File: config.mk
export PLATFORM = sky130hd
export DESIGN_NAME = bus_select_decoder
export DESIGN_NICKNAME = d
export VERILOG_FILES = /design/src/rtl/bus_select_decoder.sv
export SDC_FILE = /design/constraint.sdc
export NUM_CORES = 1
export LEC_CHECK = 0
export BUFFER_PORTS_ARGS = -buffer_cell sky130_fd_sc_hd__buf_2
export CAP_MARGIN = 20
export CORE_MARGIN = 4
export CORE_UTILIZATION = 35
export DETAILED_ROUTE_END_ITERATION = 10
export GPL_TIMING_DRIVEN = 1
export MAX_ROUTING_LAYER = met4
export SLEW_MARGIN = 20
export SYNTH_ARGS = -nofsm -noshare
export SYNTH_HDL_FRONTEND = slang
export SYNTH_SLANG_ARGS = --single-unit
File: constraint.sdc
create_clock -name clk -period 1.96 [get_ports clk]
set_input_delay 0.392 -clock clk [delete_from_list [all_inputs] [get_ports clk]]
set_output_delay 0.392 -clock clk [all_outputs]
set_load 0.02 [all_outputs]
File: src/rtl/bus_select_decoder.sv
// bus_select_decoder: accepts a 5-bit bus source code over a valid/ready
// handshake and drives a registered one-hot enable for the 32 bus sources,
// inserting GAP_CYCLES all-zero cycles between two different sources.
//   clk            system clock, rising edge
//   reset          synchronous, active-high
//   sel_valid      a select code is offered
//   select_signals offered source code
//   sel_release    stop driving, return to idle (wins over sel_valid)
//   sel_ready      code accepted this cycle (combinational)
//   drive_en       registered one-hot source enable
//   cur_sel        code currently driving, or pending after a gap
//   busy           high while in the break-before-make gap
//   sel_err        one-cycle pulse after a reserved/masked code is accepted
module bus_select_decoder #(
  parameter int unsigned GAP_CYCLES = 1,
  parameter logic [31:0] VALID_MASK = 32'h00FF_FFFF
) (
  input  logic        clk,
  input  logic        reset,
  input  logic        sel_valid,
  input  logic [4:0]  select_signals,
  input  logic        sel_release,
  output logic        sel_ready,
  output logic [31:0] drive_en,
  output logic [4:0]  cur_sel,
  output logic        busy,
  output logic        sel_err
);

  typedef enum logic [1:0] {
    IDLE  = 2'd0,
    DRIVE = 2'd1,
    GAP   = 2'd2
  } state_t;

  // Counter reload; unused when GAP_CYCLES is 0 (direct switch).
  localparam logic [3:0] GAP_LOAD = (GAP_CYCLES == 0) ? 4'd0 : 4'(GAP_CYCLES - 1);

  state_t      state;
  logic [3:0]  gap_cnt;
  logic        accept;
  logic        legal;
  logic [31:0] new_one_hot;
  logic [31:0] cur_one_hot;

  assign sel_ready   = !reset && !sel_release && (state != GAP);
  assign accept      = sel_valid && sel_ready;
  assign legal       = VALID_MASK[select_signals];
  assign new_one_hot = 32'd1 << select_signals;
  assign cur_one_hot = 32'd1 << cur_sel;

  always_ff @(posedge clk) begin
    if (reset) begin
      state    <= IDLE;
      drive_en <= '0;
      cur_sel  <= '0;
      busy     <= 1'b0;
      sel_err  <= 1'b0;
      gap_cnt  <= '0;
    end else begin
      sel_err <= 1'b0;
      if (sel_release) begin
        if (state != IDLE) begin
          state    <= IDLE;
          drive_en <= '0;
          busy     <= 1'b0;
          gap_cnt  <= '0;
        end
      end else begin
        unique case (state)
          IDLE: begin
            if (accept) begin
              if (legal) begin
                state    <= DRIVE;
                drive_en <= new_one_hot;
                cur_sel  <= select_signals;
              end else begin
                sel_err <= 1'b1;
              end
            end
          end
          DRIVE: begin
            if (accept) begin
              if (!legal) begin
                sel_err <= 1'b1;
              end else if (select_signals != cur_sel) begin
                cur_sel <= select_signals;
                if (GAP_CYCLES == 0) begin
                  drive_en <= new_one_hot;
                end else begin
                  state    <= GAP;
                  drive_en <= '0;
                  busy     <= 1'b1;
                  gap_cnt  <= GAP_LOAD;
                end
              end
            end
          end
          GAP: begin
            if (gap_cnt == 4'd0) begin
              state    <= DRIVE;
              drive_en <= cur_one_hot;
              busy     <= 1'b0;
            end else begin
              gap_cnt <= gap_cnt - 4'd1;
            end
          end
          default: begin
            state    <= IDLE;
            drive_en <= '0;
            busy     <= 1'b0;
            gap_cnt  <= '0;
          end
        endcase
      end
    end
  end

endmodule

==> summary.txt, run 1 <==
Drt
  • Post-DRT Antenna Nets: 0
  • Mean routed wirelength per cell: 12.97 um
  • DRC viols: 0
  • Drt pass-1 iters: 4
  • DRT Wirelength: 5227 um
  • DR iter-0 viols: 71
  • Via density: 4.782
  • Via count: 1927

Min path
  • Hold path start: sel_valid
  • HP Class: primary input to flop
  • Worst Hold Depth: 3

Logic synthesis
  • Simple-gate share of the synthesized area: 27.61%
  • Async S/R FF share, synth: 0%
  • Post-synthesis mux area share: 18.56%
  • Sequential share of the synthesized area: 40.00%
  • Yosys cell types: 36
  • Mapped Area: 2252 um2
  • Post-Synth Adder-Cell Area: 1.111%
  • Top FF cell, synth: dfxtp_1
  • Yosys warnings: 0
  • Syn Nets: 269
  • EDFF count, synth: 0
  • Avg Synthesized Cell Area: 8.729 um2
  • Largest family of logic cells by synthesized area: simple AND/OR/NAND/NOR gates
  • Synth top area share: 40.00%
  • Xor and xnor area share after synthesis: 1.944%
  • Cells after Synth: 258
  • Area leader, netlist: dfxtp_1
  • FF+latch count, synth: 45
  • Top cells by area, synth: dfxtp_1, mux2i_1, nand2b_1
  • Compound-Gate Fraction of Synth Area: 6.611%

Clocking
  • CTS sink cnt: 45
  • Cts repair resizes: 0
  • Cts hold-fix bufs: 0
  • Clk buf depth: 2
  • Worst skew pair latency: 0.30 ns
  • Clock slew at reported path FFs: 0.08 ns
  • Clock H-tree levels: 2
  • CTS tree: yes
  • Num CTS Buffers: 5
  • Root buf cell: clkbuf_8
  • Post-CTS Setup Bufs: 0

Global routing
  • Vias in the first global route: 1882
  • Initial antenna violation count: 0
  • Grt ovf: 0
  • Global-route wire length before repair: 8604 um
  • Largest net degree at the start of global routing: 46
  • Gr usage total: 14.39%

Cells and area
  • Layout cell share with drive strength beyond 1: 27.74%
  • Most common cell after layout, fill and taps aside: buf_2
  • Final non-filler cell total: 403
  • Nets: 338
  • Most frequent cells in the layout: buf_2, dfxtp_1, mux2i_1, nand2_1, nand2b_1
  • Area grow syn2layout: 25.72%
  • Ant. Diodes: 0
  • Post-route design area: 2831 um2
  • Fillers: 646

Floorplan
  • Die Span X: 88.22 um
  • Die Span Y: 88.22 um
  • Row cnt: 28
  • Core area: 6096 um2
  • Initial Util: 36.95%
  • Io pins: 49
  • Die area: 7782 um2

STA
  • Final setup viols: 0
  • Worst Skew: 0.008085 ns
  • Headroom to the max-slew limit: 74.71%
  • Hold Slack: 0.3594 ns
  • Least-Margin Pin Slew: 0.3794 ns
  • Unrepaired setup endpoints after global routing: false
  • Hold Fails Final Rpt: 0
  • Post-route minimum period: 1.796 ns
  • Setup WS post-layout: 0.1637 ns
  • Period Utilization, post-route: 91.65%
  • Max-slew violation count: 0
  • FMAX: 556.7 MHz

Pwr
  • PwrDens: 614.9 nW/um2
  • Peak VDD IR: 0.2600 mV
  • Total power: 1.741 mW
  • LEAKAGE: 1.314 nW

Critical path
  • CP Data Required Time: 2.15 ns
  • CP startpoint kind: flop
  • Critical R2R Launch: gap_cnt[0]
  • CP arrival: 1.98 ns
  • Critical Path Sink Type: flop
  • Critical path type: flop to flop
  • FF-to-FF path depth: 6
  • Crit path from: gap_cnt[0]
  • Critical path fanouts, max: 8

Placement
  • Port bufs: 48
  • Setup WS pre-CTS: -0.02381 ns
  • Placed Instances: 395
  • Placed cell area: 2738 um2
  • Routability-driven placement congestion ratio: 0.7714
  • Post-DP HPWL: 3903 um

Job
  • Max Cap Viol: 0

Status
  • Status: completed
==> report_power, final <==
part           leakage (nW)  internal [mW]  switching, mW
clock network        0.0481          0.253          0.326
logic                 0.902          0.107          0.125
registers             0.363          0.922        0.00781
==> layout make-up <==
type	count	area [um2]	area share, %
inverters	4	15.01	0.5303
well taps	75	93.84	3.314
multi-input cells	194	1259	44.45
repair buffers	77	470.5	16.62
flip-flops and latches	45	902.1	31.86
clock inverters	3	22.52	0.7954
clock buffers	5	68.82	2.430
==> layer usage <==
| metal | global-route usage, % | vias to the layer above | part of all wire, % |
|---|---|---|---|
| li1 | - | 1002 | - |
| met1 | 18.44 | 890 | 49 |
| met2 | 22.71 | 30 | 46 |
| met3 | 2.886 | 5 | 3.6 |
| met4 | 4.808 | 0 | 1.3 |
| met5 | - | - | 0 |
==> synth_stat cells (2+ instances only) <==
cell type and n:
ha_1 2, o21a_1 2, a31oi_1 4, nor2b_1 8, a21oi_1 6, buf_2 3, mux2i_1 35, or2_2 2
dfxtp_1 45, nand3_1 5, o31ai_1 3, clkbuf_1 7, o21ai_0 4, nor3_1 7, nor3b_1 2, nand2_1 34
xnor2_1 5, mux2_1 5, nand2b_1 31, nor2_1 26, nor4bb_1 2, buf_4 3, inv_1 4
==> final timing paths <==
kind | endpoint | slack [ns]
worst max-delay path | drive_en[0] | 0.16
worst max register to register | drive_en[0] | 0.16
worst min-delay path | sel_err | 0.36
worst min register to register | drive_en[10] | 0.47
==> state kept, by name (all words and copies together) (netlist names) <==
name	count
sel_err	1
gap_cnt	4
busy	1
drive_en	32
cur_sel	5
state	2
==> cell families (layout without fill, tap and decap cells) <==
kind of cell               count (synthesis)  after routing
AOI/OAI and AO/OA                         23             23
and+or+nand+nor                          123            123
DFF                                       45             45
muxes                                     41             41
buffers and inverters                     19             89
adders and majority gates                  2              2
xor gates and xnor gates                   5              5
==> critical path: stages, from the launching register on <==
cell and delay, ns:
dfxtp_1 0.33, inv_1 0.10, ha_1 0.17, nor3b_1 0.27
nor3_1 0.11, a211o_2 0.38, mux2_1 0.34
==> per-stage QoR <==
| stage | TNS [ns] | util [%] |
|---|---|---|
| floorplan | 0 | - |
| global placement | 0 | 44.91 |
| detailed placement | -0.02381 | 44.91 |
| CTS | 0 | 46.41 |
| global route | 0 | 46.45 |
| finish | 0 | 46.45 |
(Power assumes the default switching activity.)
==> run 2: changes to the inputs <==
--- a/config.mk
+++ b/config.mk
@@ -9,2 +9,3 @@
 export CAP_MARGIN = 20
+export CORE_ASPECT_RATIO = 0.75
 export CORE_MARGIN = 4
==> constraint.sdc (replaced) <==
create_clock -name clk -period 1.96 [get_ports clk]
set_input_delay 0.098 -clock clk [delete_from_list [all_inputs] [get_ports clk]]
set_output_delay 0.098 -clock clk [all_outputs]
set_load 0.02 [all_outputs]
==> run 2 against run 1 <==
Compared with the run above: cell area down 2.3%; combinational power down 5%; clock power up 17%; critical path depth up 1; flip-flop and latch count unchanged; largest power group unchanged.
==> summary.txt, run 2 (synthesis results as in run 1) <==
Status
  • Status: completed

Critical path
  • Critical path type: flop to flop
  • Critical Path Sink Type: flop
  • Worst r2r dst: drive_en[25]
  • Reg2Reg Setup Slack: 0.14 ns
  • CP Data Required Time: 2.19 ns
  • CP arrival: 2.04 ns
  • CP startpoint kind: flop
  • Critical path fanouts, max: 8
  • Critical R2R Launch: state[0]
  • FF-to-FF path depth: 7

Pwr
  • PwrDens: 661.4 nW/um2
  • Reg power frac: 50.8%
  • Combinational cell fraction of total power: 12.0%
  • LEAKAGE: 1.256 nW
  • Internal power: 1.389 mW
  • Total power: 1.829 mW
  • Peak VDD IR: 0.2635 mV
  • Clock group share of total power: 37.2%
  • Sw Share: 24.08%
  • Switching pwr: 440.5 uW

Cells and area
  • Fillers: 622
  • Largest Register: drive_en
  • Layout cell share with drive strength beyond 1: 24.76%
  • Final non-filler cell total: 396
  • Utilization after layout: 43.98%
  • Nets: 326
  • Largest regs: drive_en x32, cur_sel x5, gap_cnt x4
  • Area grow syn2layout: 22.78%
  • Storage element area: 900.9 um2
  • Ant. Diodes: 0
  • Max reg flops: 32
  • Most common cell after layout, fill and taps aside: buf_2
  • Most frequent cells in the layout: buf_2, dfxtp_1, mux2i_1, nand2_1, nand2b_1
  • Multi-input gate area: 1264 um2

Floorplan
  • Die area: 7795 um2
  • Io pins: 49
  • Die Span X: 100.6 um
  • Die Span Y: 77.47 um
  • Row cnt: 25
  • Initial Util: 35.82%
  • Core area: 6287 um2

Drt
  • Post-DRT Antenna Nets: 0
  • Drt pass-1 iters: 4
  • Via density: 4.737
  • Mean routed wirelength per cell: 13.32 um
  • DRC viols: 0
  • Via count: 1876
  • DR iter-0 viols: 49
  • DRT Wirelength: 5276 um

Clocking
  • CTS sink cnt: 45
  • CTS tree: yes
  • Clk buf depth: 2
  • Root buf cell: clkbuf_8
  • Worst skew pair latency: 0.29 ns
  • Clock slew at reported path FFs: 0.08 ns
  • Num CTS Buffers: 5
  • Post-CTS Setup Bufs: 0
  • Clock H-tree levels: 2
  • Cts hold-fix bufs: 0

Min path
  • Worst Hold Depth: 3
  • Worst Hold Path EP: sel_err
  • Hold path start: sel_valid
  • HP Class: primary input to flop

STA
  • Worst Skew: 0.007319 ns
  • Period Utilization, post-route: 92.74%
  • Headroom to the max-slew limit: 70.00%
  • Fin Setup TNS: 0 ns
  • Post-route minimum period: 1.818 ns
  • FMAX: 550.2 MHz
  • Least-Margin Pin Slew: 0.4484 ns
  • Final setup viols: 0
  • Hold Slack: 0.06414 ns
  • Max-slew violation count: 0
  • Hold Fails Final Rpt: 0

Global routing
  • Largest net degree at the start of global routing: 47
  • Vias in the first global route: 1790
  • Global-route wire length before repair: 8804 um
  • Gr usage total: 14.53%
  • Initial antenna violation count: 0
  • Grt ovf: 0

Placement
  • Post-DP HPWL: 3863 um
  • Routability-driven placement congestion ratio: 0.7864
  • Placed Instances: 389
  • Port bufs: 48

Job
  • Max Cap Viol: 0
-- run 2: worst max-delay path by stage --
| stage | startpoint | endpoint | cells past startpoint | slack, ns |
|---|---|---|---|---|
| 5_1_grt | state[0] | drive_en[5] | 8 | -0.001 |
| 2_1_floorplan | cur_sel[3] | drive_en[2] | 7 | 0.0008 |
| 4_1_cts | gap_cnt[0] | drive_en[9] | 7 | 0.08 |
| 3_3_place_gp | gap_cnt[0] | drive_en[19] | 7 | 0.09 |
| 6_report | state[0] | drive_en[25] | 7 | 0.14 |
| 3_5_place_dp | gap_cnt[0] | drive_en[9] | 7 | -0.03 |
-- run 2: metrics by stage --
step	cell area [um2]	setup slack, ns
after floorplan	2252	0.0007634
after global placement	2655	0.09123
after detailed placement	2655	-0.02690
after CTS	2760	0.07650
after global routing	2765	-0.001201
final	2765	0.1423
-- run 2: area by class of cell --
cell class	count	area share, %
clock buffers	5	2.489
clock inverters	2	1.267
inverters	4	0.5430
multi-input cells	194	45.70
flip-flops and latches	45	32.58
well taps	81	3.665
repair buffers	65	13.76
-- run 2: routing by layer --
layer	up-vias	global-route usage [%]	part of all wire (%)
met2	37	19.97	42
met5	-	-	0
met1	854	20.64	52
met4	0	5.249	1.6
li1	979	-	-
met3	6	3.324	4.5
-- run 2: repair_timing --
item / CTS / global route
cloned: 0 / 0
endpoints found under the hold margin: 0 / 0
setup endpoints to repair: 2 / 33
gates resized for setup: 1 / 2
-- run 2: power groups by stage --
stage	clock network, mW	logic, mW	registers [mW]
detailed placement	0	0.221	0.952
global placement	0	0.218	0.951
floorplan	0	0.146	0.959
finish	0.680	0.220	0.930
global route	0.736	0.238	0.932
CTS	0.696	0.222	0.930
-- run 2: critical path, cell delays in order, from the launching register on --
cell      delay (ns)
dfxtp_1         0.47
nand2b_1        0.22
buf_4           0.17
mux2i_1         0.08
buf_4           0.16
nor2_1          0.37
nand2_1         0.12
mux2i_1         0.15
